$ cat src/rtl/ternary_serial_subtractor_pkg.sv
// Shared trit encoding and FSM state type for the ternary serial subtractor.
// Trit codes: 00=0, 01=1, 10=2, 11=illegal (decoded as 0).
package tern_pkg;

  typedef logic [1:0] trit_t;

  localparam trit_t TRIT_0   = 2'b00;
  localparam trit_t TRIT_1   = 2'b01;
  localparam trit_t TRIT_2   = 2'b10;
  localparam trit_t TRIT_BAD = 2'b11;

  typedef enum logic [1:0] {IDLE, RUN, DONE} state_e;

  function automatic trit_t trit_decode(trit_t t);
    return (t == TRIT_BAD) ? TRIT_0 : t;
  endfunction

endpackage

$ cat src/rtl/ternary_serial_subtractor_cell.sv
// One-trit subtractor: d = a - b - bin (mod 3), bout when the true result went negative.
// Illegal input codes are treated as 0 and reported on o_bad.
module tern_sub_cell
  import tern_pkg::*;
(
  input  logic [1:0] i_a_t,
  input  logic [1:0] i_b_t,
  input  logic       i_bin,
  output logic [1:0] o_d_t,
  output logic       o_bout,
  output logic       o_bad
);

  logic [1:0] w_a;
  logic [1:0] w_b;
  logic [2:0] w_sum;

  assign w_a = trit_decode(i_a_t);
  assign w_b = trit_decode(i_b_t);

  // Bias by +3 so the subtraction never goes negative: w_sum = a-b-bin+3 in 0..5.
  assign w_sum  = {1'b0, w_a} + 3'd3 - {1'b0, w_b} - {2'b00, i_bin};
  assign o_bout = (w_sum < 3'd3);
  assign o_d_t  = o_bout ? w_sum[1:0] : 2'(w_sum - 3'd3);
  assign o_bad  = (i_a_t == TRIT_BAD) || (i_b_t == TRIT_BAD);

endmodule

$ cat src/rtl/ternary_serial_subtractor.sv
// Trit-serial a-b over NTRITS unbalanced-ternary trits, LSB first, one trit per clock.
// Optional illegal-code flag on err is built only when TERN_SUB_CHECK_EN is defined.
module ternary_serial_subtractor
  import tern_pkg::*;
#(
  parameter int NTRITS = 8
) (
  input  logic                  clk,
  input  logic                  rst,
  input  logic                  in_valid,
  output logic                  in_ready,
  input  logic [2*NTRITS-1:0]   in_a,
  input  logic [2*NTRITS-1:0]   in_b,
  output logic                  out_valid,
  input  logic                  out_ready,
  output logic [2*NTRITS-1:0]   out_diff,
  output logic [1:0]            borrow_trit,
  output logic                  err
);

  localparam int W  = 2 * NTRITS;
  localparam int IW = (NTRITS > 1) ? $clog2(NTRITS) : 1;
  localparam logic [IW-1:0] LAST = IW'(NTRITS - 1);

  state_e        r_state;
  state_e        w_next;
  logic [W-1:0]  r_a;
  logic [W-1:0]  r_b;
  logic [W-1:0]  r_diff;
  logic [IW-1:0] r_idx;
  logic          r_borrow;

  logic [1:0]    w_d;
  logic          w_bout;
  logic          w_bad;
  logic          w_accept;
  logic          w_release;

  tern_sub_cell u_cell (
    .i_a_t  (r_a[1:0]),
    .i_b_t  (r_b[1:0]),
    .i_bin  (r_borrow),
    .o_d_t  (w_d),
    .o_bout (w_bout),
    .o_bad  (w_bad)
  );

  assign in_ready    = (r_state == IDLE);
  assign out_valid   = (r_state == DONE);
  assign w_accept    = in_valid && in_ready;
  assign w_release   = out_valid && out_ready;
  assign out_diff    = r_diff;
  assign borrow_trit = {1'b0, out_valid & r_borrow};

  always_ff @(posedge clk) begin
    if (rst) r_state <= IDLE;
    else     r_state <= w_next;
  end

  always_comb begin
    w_next = r_state;
    case (r_state)
      IDLE:    if (w_accept) w_next = RUN;
      RUN:     if (r_idx == LAST) w_next = DONE;
      DONE:    if (out_ready) w_next = IDLE;
      default: w_next = IDLE;
    endcase
  end

  // Operands shift right so the cell always sees the current trit in bits [1:0].
  always_ff @(posedge clk) begin
    if (rst) begin
      r_a      <= '0;
      r_b      <= '0;
      r_diff   <= '0;
      r_idx    <= '0;
      r_borrow <= 1'b0;
    end else if (w_accept) begin
      r_a      <= in_a;
      r_b      <= in_b;
      r_idx    <= '0;
      r_borrow <= 1'b0;
    end else if (r_state == RUN) begin
      r_a                 <= {2'b00, r_a[W-1:2]};
      r_b                 <= {2'b00, r_b[W-1:2]};
      r_diff[2*r_idx +: 2] <= w_d;
      r_borrow            <= w_bout;
      r_idx               <= r_idx + 1'b1;
    end
  end

`ifdef TERN_SUB_CHECK_EN
  logic r_err;

  always_ff @(posedge clk) begin
    if (rst)                         r_err <= 1'b0;
    else if (w_release)              r_err <= 1'b0;
    else if (r_state == RUN && w_bad) r_err <= 1'b1;
  end

  assign err = r_err;
`else
  logic w_unused;

  assign w_unused = w_bad;
  assign err      = 1'b0;
`endif

endmodule

$ cat config.mk
export PLATFORM = sky130hd
export DESIGN_NAME = ternary_serial_subtractor
export DESIGN_NICKNAME = d
export VERILOG_FILES = /design/src/rtl/ternary_serial_subtractor_pkg.sv /design/src/rtl/ternary_serial_subtractor_cell.sv /design/src/rtl/ternary_serial_subtractor.sv
export SDC_FILE = /design/constraint.sdc
export NUM_CORES = 1
export LEC_CHECK = 0
export ABC_AREA = 1
export CAP_MARGIN = 40
export CORE_MARGIN = 3
export CORE_UTILIZATION = 30
export CTS_BUF_LIST = sky130_fd_sc_hd__clkbuf_4
export DETAILED_ROUTE_END_ITERATION = 12
export PLACE_DENSITY = 0.56
export SETUP_SLACK_MARGIN = 0.2
export SLEW_MARGIN = 20
export SYNTH_ARGS = -nofsm -noshare
export SYNTH_HDL_FRONTEND = slang
export SYNTH_SLANG_ARGS = --single-unit
$ cat constraint.sdc
create_clock -name clk -period 2.9 [get_ports clk]
set_clock_uncertainty 0.05 [all_clocks]
set_input_delay 0.87 -clock clk [delete_from_list [all_inputs] [get_ports clk]]
set_output_delay 0.87 -clock clk [all_outputs]
set_load 0.02 [all_outputs]
# After elaboration in Yosys (flattened, before gate mapping)
# Cells that the tools add are included.
# op_classes
magnitude_cmp	1
eq_ne	8
n_addsub	6
reduce_logical	6
n_bitwise	2
n_shift	2
mux	12
# op_table
op	count
16-bit 2-to-1 mux	4
4-bit negation with 34-bit output	1
2-bit by 34-bit variable shift with 16-bit output, first input constant	1
2-bit by 34-bit indexed part select with 16-bit output	1
16-bit bitwise mux	1
2-bit 2-to-1 mux	6
2-bit equality test, second input constant	3
2-bit one-hot mux with 3 select lines	1
2-bit by 1-bit != test with 1-bit output, second input constant	2
2-bit by 2-bit adder with 3-bit output, second input constant	1
3-bit by 1-bit adder with 3-bit output, second input constant	1
3-bit equality test, second input constant	1
3-bit by 2-bit < comparator with 1-bit output, second input constant	1
3-bit AND reduction	1
3-bit by 1-bit subtractor with 3-bit output	1
3-bit by 2-bit subtractor with 3-bit output	1
2-bit by 1-bit equality test with 1-bit output, second input constant	1
2-bit zero test	1
2-bit != test, second input constant	1
2-bit AND reduction	1
2-bit nonzero test	1
2-bit OR reduction	1
2-bit subtractor, second input constant	1
1-bit bitwise AND	1
2 further kinds	2
# word_totals
input_bits	36
ff_bits	54

# Depth between registers and ports, before layout
# logic_depth
ltp_word	9
mapped_depth	14
mapped_depth_nobuf	14

# Hierarchy
# From an unflattened synthesis, not the netlist that was laid out.
# unflattened
hier_cells	399
area_unflattened_um2	2641.3
# modules_own_cells
module	area_each_um2	seq_area_each_um2	cells_each	instances
ternary_serial_subtractor	2441.1	1081.0	360	1
tern_sub_cell	200.2	0.0	39	1

# Least setup slack after synthesis
# OpenSTA, ideal clock, no wires.
# synth_timing
kind	register to register
startpoint	register r_a[0]
endpoint	register r_diff[6] (netlist: out_diff[6])
setup_ns	0.070
synth_period_minus_slack_ns	2.252
required_ns	2.780
arrival_time_ns	2.132
n_path_buf	0
setup_slack_ns	0.648
path_stages_with_launch	14
path_cell_list	dfxtp_1 -> inv_1 -> or2_2 -> ha_1 -> inv_1 -> ha_1 -> fa_1 -> inv_1 -> nand2_1 -> nand2_1 -> nand2_1 -> nor2_1 -> nand3_1 -> a21oi_1
# synth_via
elab_chain_len	9
# synth_lines
element	line_no	rtl
start, declared	ternary_serial_subtractor.sv:27	logic [W-1:0] r_a;
start signal, assigned	ternary_serial_subtractor.sv:79	r_a <= in_a;
start signal, assigned	ternary_serial_subtractor.sv:84	r_a <= {2'b00, r_a[W-1:2]};
2-bit equality test	n/a	
2-bit 2-to-1 mux (*)	ternary_serial_subtractor_pkg.sv:15	return (t == TRIT_BAD) ? TRIT_0 : t;
2-bit by 2-bit adder with 3-bit output (*)	ternary_serial_subtractor_cell.sv:22	assign w_sum = {1'b0, w_a} + 3'd3 - {1'b0, w_b} - {2'b00, i_bin};
3-bit by 2-bit subtractor with 3-bit output (*)	ternary_serial_subtractor_cell.sv:22	
3-bit by 1-bit subtractor with 3-bit output (*)	ternary_serial_subtractor_cell.sv:22	
3-bit by 2-bit < comparator with 1-bit output / 2-bit subtractor (equally long branches)	ternary_serial_subtractor_cell.sv:23, ternary_serial_subtractor_cell.sv:24	
2-bit 2-to-1 mux (*)	ternary_serial_subtractor_cell.sv:24	assign o_d_t = o_bout ? w_sum[1:0] : 2'(w_sum - 3'd3);
2-bit by 34-bit indexed part select with 16-bit output (*)	ternary_serial_subtractor.sv:86	r_diff[2*r_idx +: 2] <= w_d;
16-bit bitwise mux (*)	ternary_serial_subtractor.sv:86	
end signal, assigned by index	ternary_serial_subtractor.sv:86	
end, declared	ternary_serial_subtractor.sv:29	logic [W-1:0] r_diff;
# Mark *: on every way between the ends. The rest lies on a longest branch, timed or not.
# A chain may end at the register's enable or synchronous reset.

# Worst setup path after layout
# layout_timing
startpoint	register r_state[1]
endpoint	output port out_valid
# layout_via
elab_chain_len	1
# layout_lines
element	line_no	rtl
start, declared	ternary_serial_subtractor.sv:25	state_e r_state;
start signal, assigned	ternary_serial_subtractor.sv:57	else r_state <= w_next;
2-bit equality test	ternary_serial_subtractor.sv:49	assign out_valid = (r_state == DONE);
end, declared	ternary_serial_subtractor.sv:14	output logic out_valid,
# Every way passes these cells.

==> results.toml <==
[run_status]
outcome = "finished clean"

[logic_synthesis]
synth.largest_area_cell = "dfxtp_1"
synthAdderAreaFrac_pct = 5.78
synth_area_per_cell_sq_um = 7.28
synth_compound_area_share_pct = 14.3
synth_warnings = 0
synth_xor_area_share_pct = 0
synth_top_family_by_area = "simple AND/OR/NAND/NOR gates"
synth_area_sq_um = 2510
ys_seq_elements = 54
yosysTopAreaCellShare_pct = 43.1
synth.area.mux_share_pct = 0
ys_top_cells_by_area = "dfxtp_1, nand2_1, a31oi_1"
synthSimpleGateAreaFrac_pct = 27.5
yosys.cell_types.count = 29
synth_cells = 345
yosysSeqAreaShare_pct = 43.1

[critical_path]
cp.required_ns = 1.98
criticalPathCategory = "flip-flop to output pin"
endpoint_kind = "output pin"
startpoint_type = "flip-flop"
arrival_ns = 1.65
cp_max_fo = 3

[place]
place.gp.congestion = 0.808
preCtsSetupSlack_ns = 0.376
io_buffers = 54
hpwl_mm = 4.07

[layout]
final_common_cell = "nand2_1"
final_cell_mix = "nand2_1, clkdlybuf4s50_1, dfxtp_1"
nNetsFinal = 438
diodes = 0
postLayoutCoreUtil_pct = 39.7
drive_above_1_share_pct = 7.40
syn2layout_area_growth_pct = 25.5

[route]
viasPerCell = 4.58
drt-total-wl_mm = 5.73
first_iter_violations = 150
wl_per_cell_um = 11.6
drc = 0
vias = 2263
drtAntennaViolNets = 0
first_pass_iters = 4

[clock_network]
h-tree-depth = 2
clk_pin_slew_ns = 0.17
clock_sinks = 54
cts_buffers = 5
clockRootBuffer = "clkbuf_4"
tritoncts = "built"
cts.path.max_buffers = 2
clk_latency_ns = 0.38

[die]
fp.dieH_um = 97.5
die_w_um = 97.5
dieArea_sq_um = 9500
initial_utilization_pct = 31.7
row_count = 32
boundaryPins = 57
fp.coreArea_sq_um = 7930

[pwr]
peakVddDrop_mv = 0.155
leakagePower_uw = 0.00125
power_density_nw_per_um2 = 452

[grt]
grt_pass1_vias = 2120
track_usage_pct = 12.5
antenna_found_initial = 0
grt_overflow = 0
grt_pass1_wl_mm = 9.84
grt_max_degree = 39

[timing]
setup_ws_ns = 0.327
hold_viol = 0
fmax_mhz = 389
rsz0062_at_grt = "no"
final.setup.tns_ns = 0
fin_crit_sh_pct = 88.7
whs_ns = 0.422
setup_viol = 0
relSlewSlack_pct = 64.3
period_needed_ns = 2.57
drv_slew = 0
tightest_slew_ns = 0.534

[worst_hold_path]
hold_path.class = "flip-flop to flip-flop"

[run]
maxCapViolCount = 0
==> stage by stage <==
stage	total power (uW)	cells	area, sq um
floorplan	1010	346	2510
global placement	1100	486	3090
detailed placement	1100	486	3090
CTS	1450	494	3150
global route	1520	494	3150
finish	1420	494	3150
==> cell type report <==
type / instances / area (sq um)
well taps: 102 / 128
fillers: 847 / 4780
inverters: 35 / 133
repair buffers: 55 / 548
multi-input cells: 240 / 1200
clock buffers: 5 / 37.5
clock inverters: 3 / 20.0
flip-flops and latches: 54 / 1080
==> critical path: stages (launching register included) <==
cell	delay, ns
dfxtp_1	0.39
inv_2	0.06
nor2_1	0.18
clkdlybuf4s50_1	0.65
==> path summary, 6_finish.rpt <==
path	from	to	slack, ns	cells after the start
setup reg to reg	r_a[0]	out_diff[14]	0.45	13
setup / recovery	r_state[1]	out_valid	0.33	3
hold reg to reg	r_a[14]	r_a[14]	0.42	2
hold / removal	r_a[14]	r_a[14]	0.42	2
==> metal layers <==
layer	vias up	part of all wire (%)	GRT usage (%)
met4	0	1.6	4.47
met1	1003	51	17.7
met5	-	0	0
met3	6	4.3	2.58
li1	1204	-	-
met2	50	43	18.7
==> power by group <==
group	total, uW	switching [uW]	leakage, uW	internal [uW]
Combinational	278	163	0.000782	115
Sequential	805	23.5	0.000441	781
Clock	342	247	0.0000292	95.4
==> cell usage after synthesis <==
cell	count
a21boi_0	1
buf_2	7
buf_4	5
inv_1	27
inv_2	7
nand2_2	5
a211oi_1	1
conb_1	1
nand4_2	1
dfxtp_1	54
nor2_1	23
o21ai_1	10
a21oi_1	18
or2_2	1
ha_1	10
nand4_1	5
nor3_1	2
nand3_1	4
clkinv_2	1
nand2_1	118
buf_6	1
nor2_4	3
nand3_2	1
o21ai_0	4
nor2_2	1
a31oi_1	28
clkbuf_1	4
o21a_1	1
fa_1	1
==> cell families (layout without fill, tap and decap cells) <==
kind of cell | after synthesis | after routing
AND/OR/NAND/NOR | 164 | 164
flip-flops | 54 | 54
other | 1 | 2
buffers and inverters | 52 | 98
AO/OA/AOI/OAI | 63 | 63
adder cells (fa/ha/maj) | 11 | 11
==> state kept, by name, summed over array words and instances, names as in the netlist <==
name and cells:
out_diff 16, r_a 16, r_b 16, r_borrow 1
r_idx 3, r_state 2
==> timing repair <==
item / in CTS / in global routing
gates resized for setup: 0 / 1
setup buffers: 0 / 0
hold buffers: 0 / 0
setup endpoints to repair: 0 / 6
(Power assumes the default switching activity.)
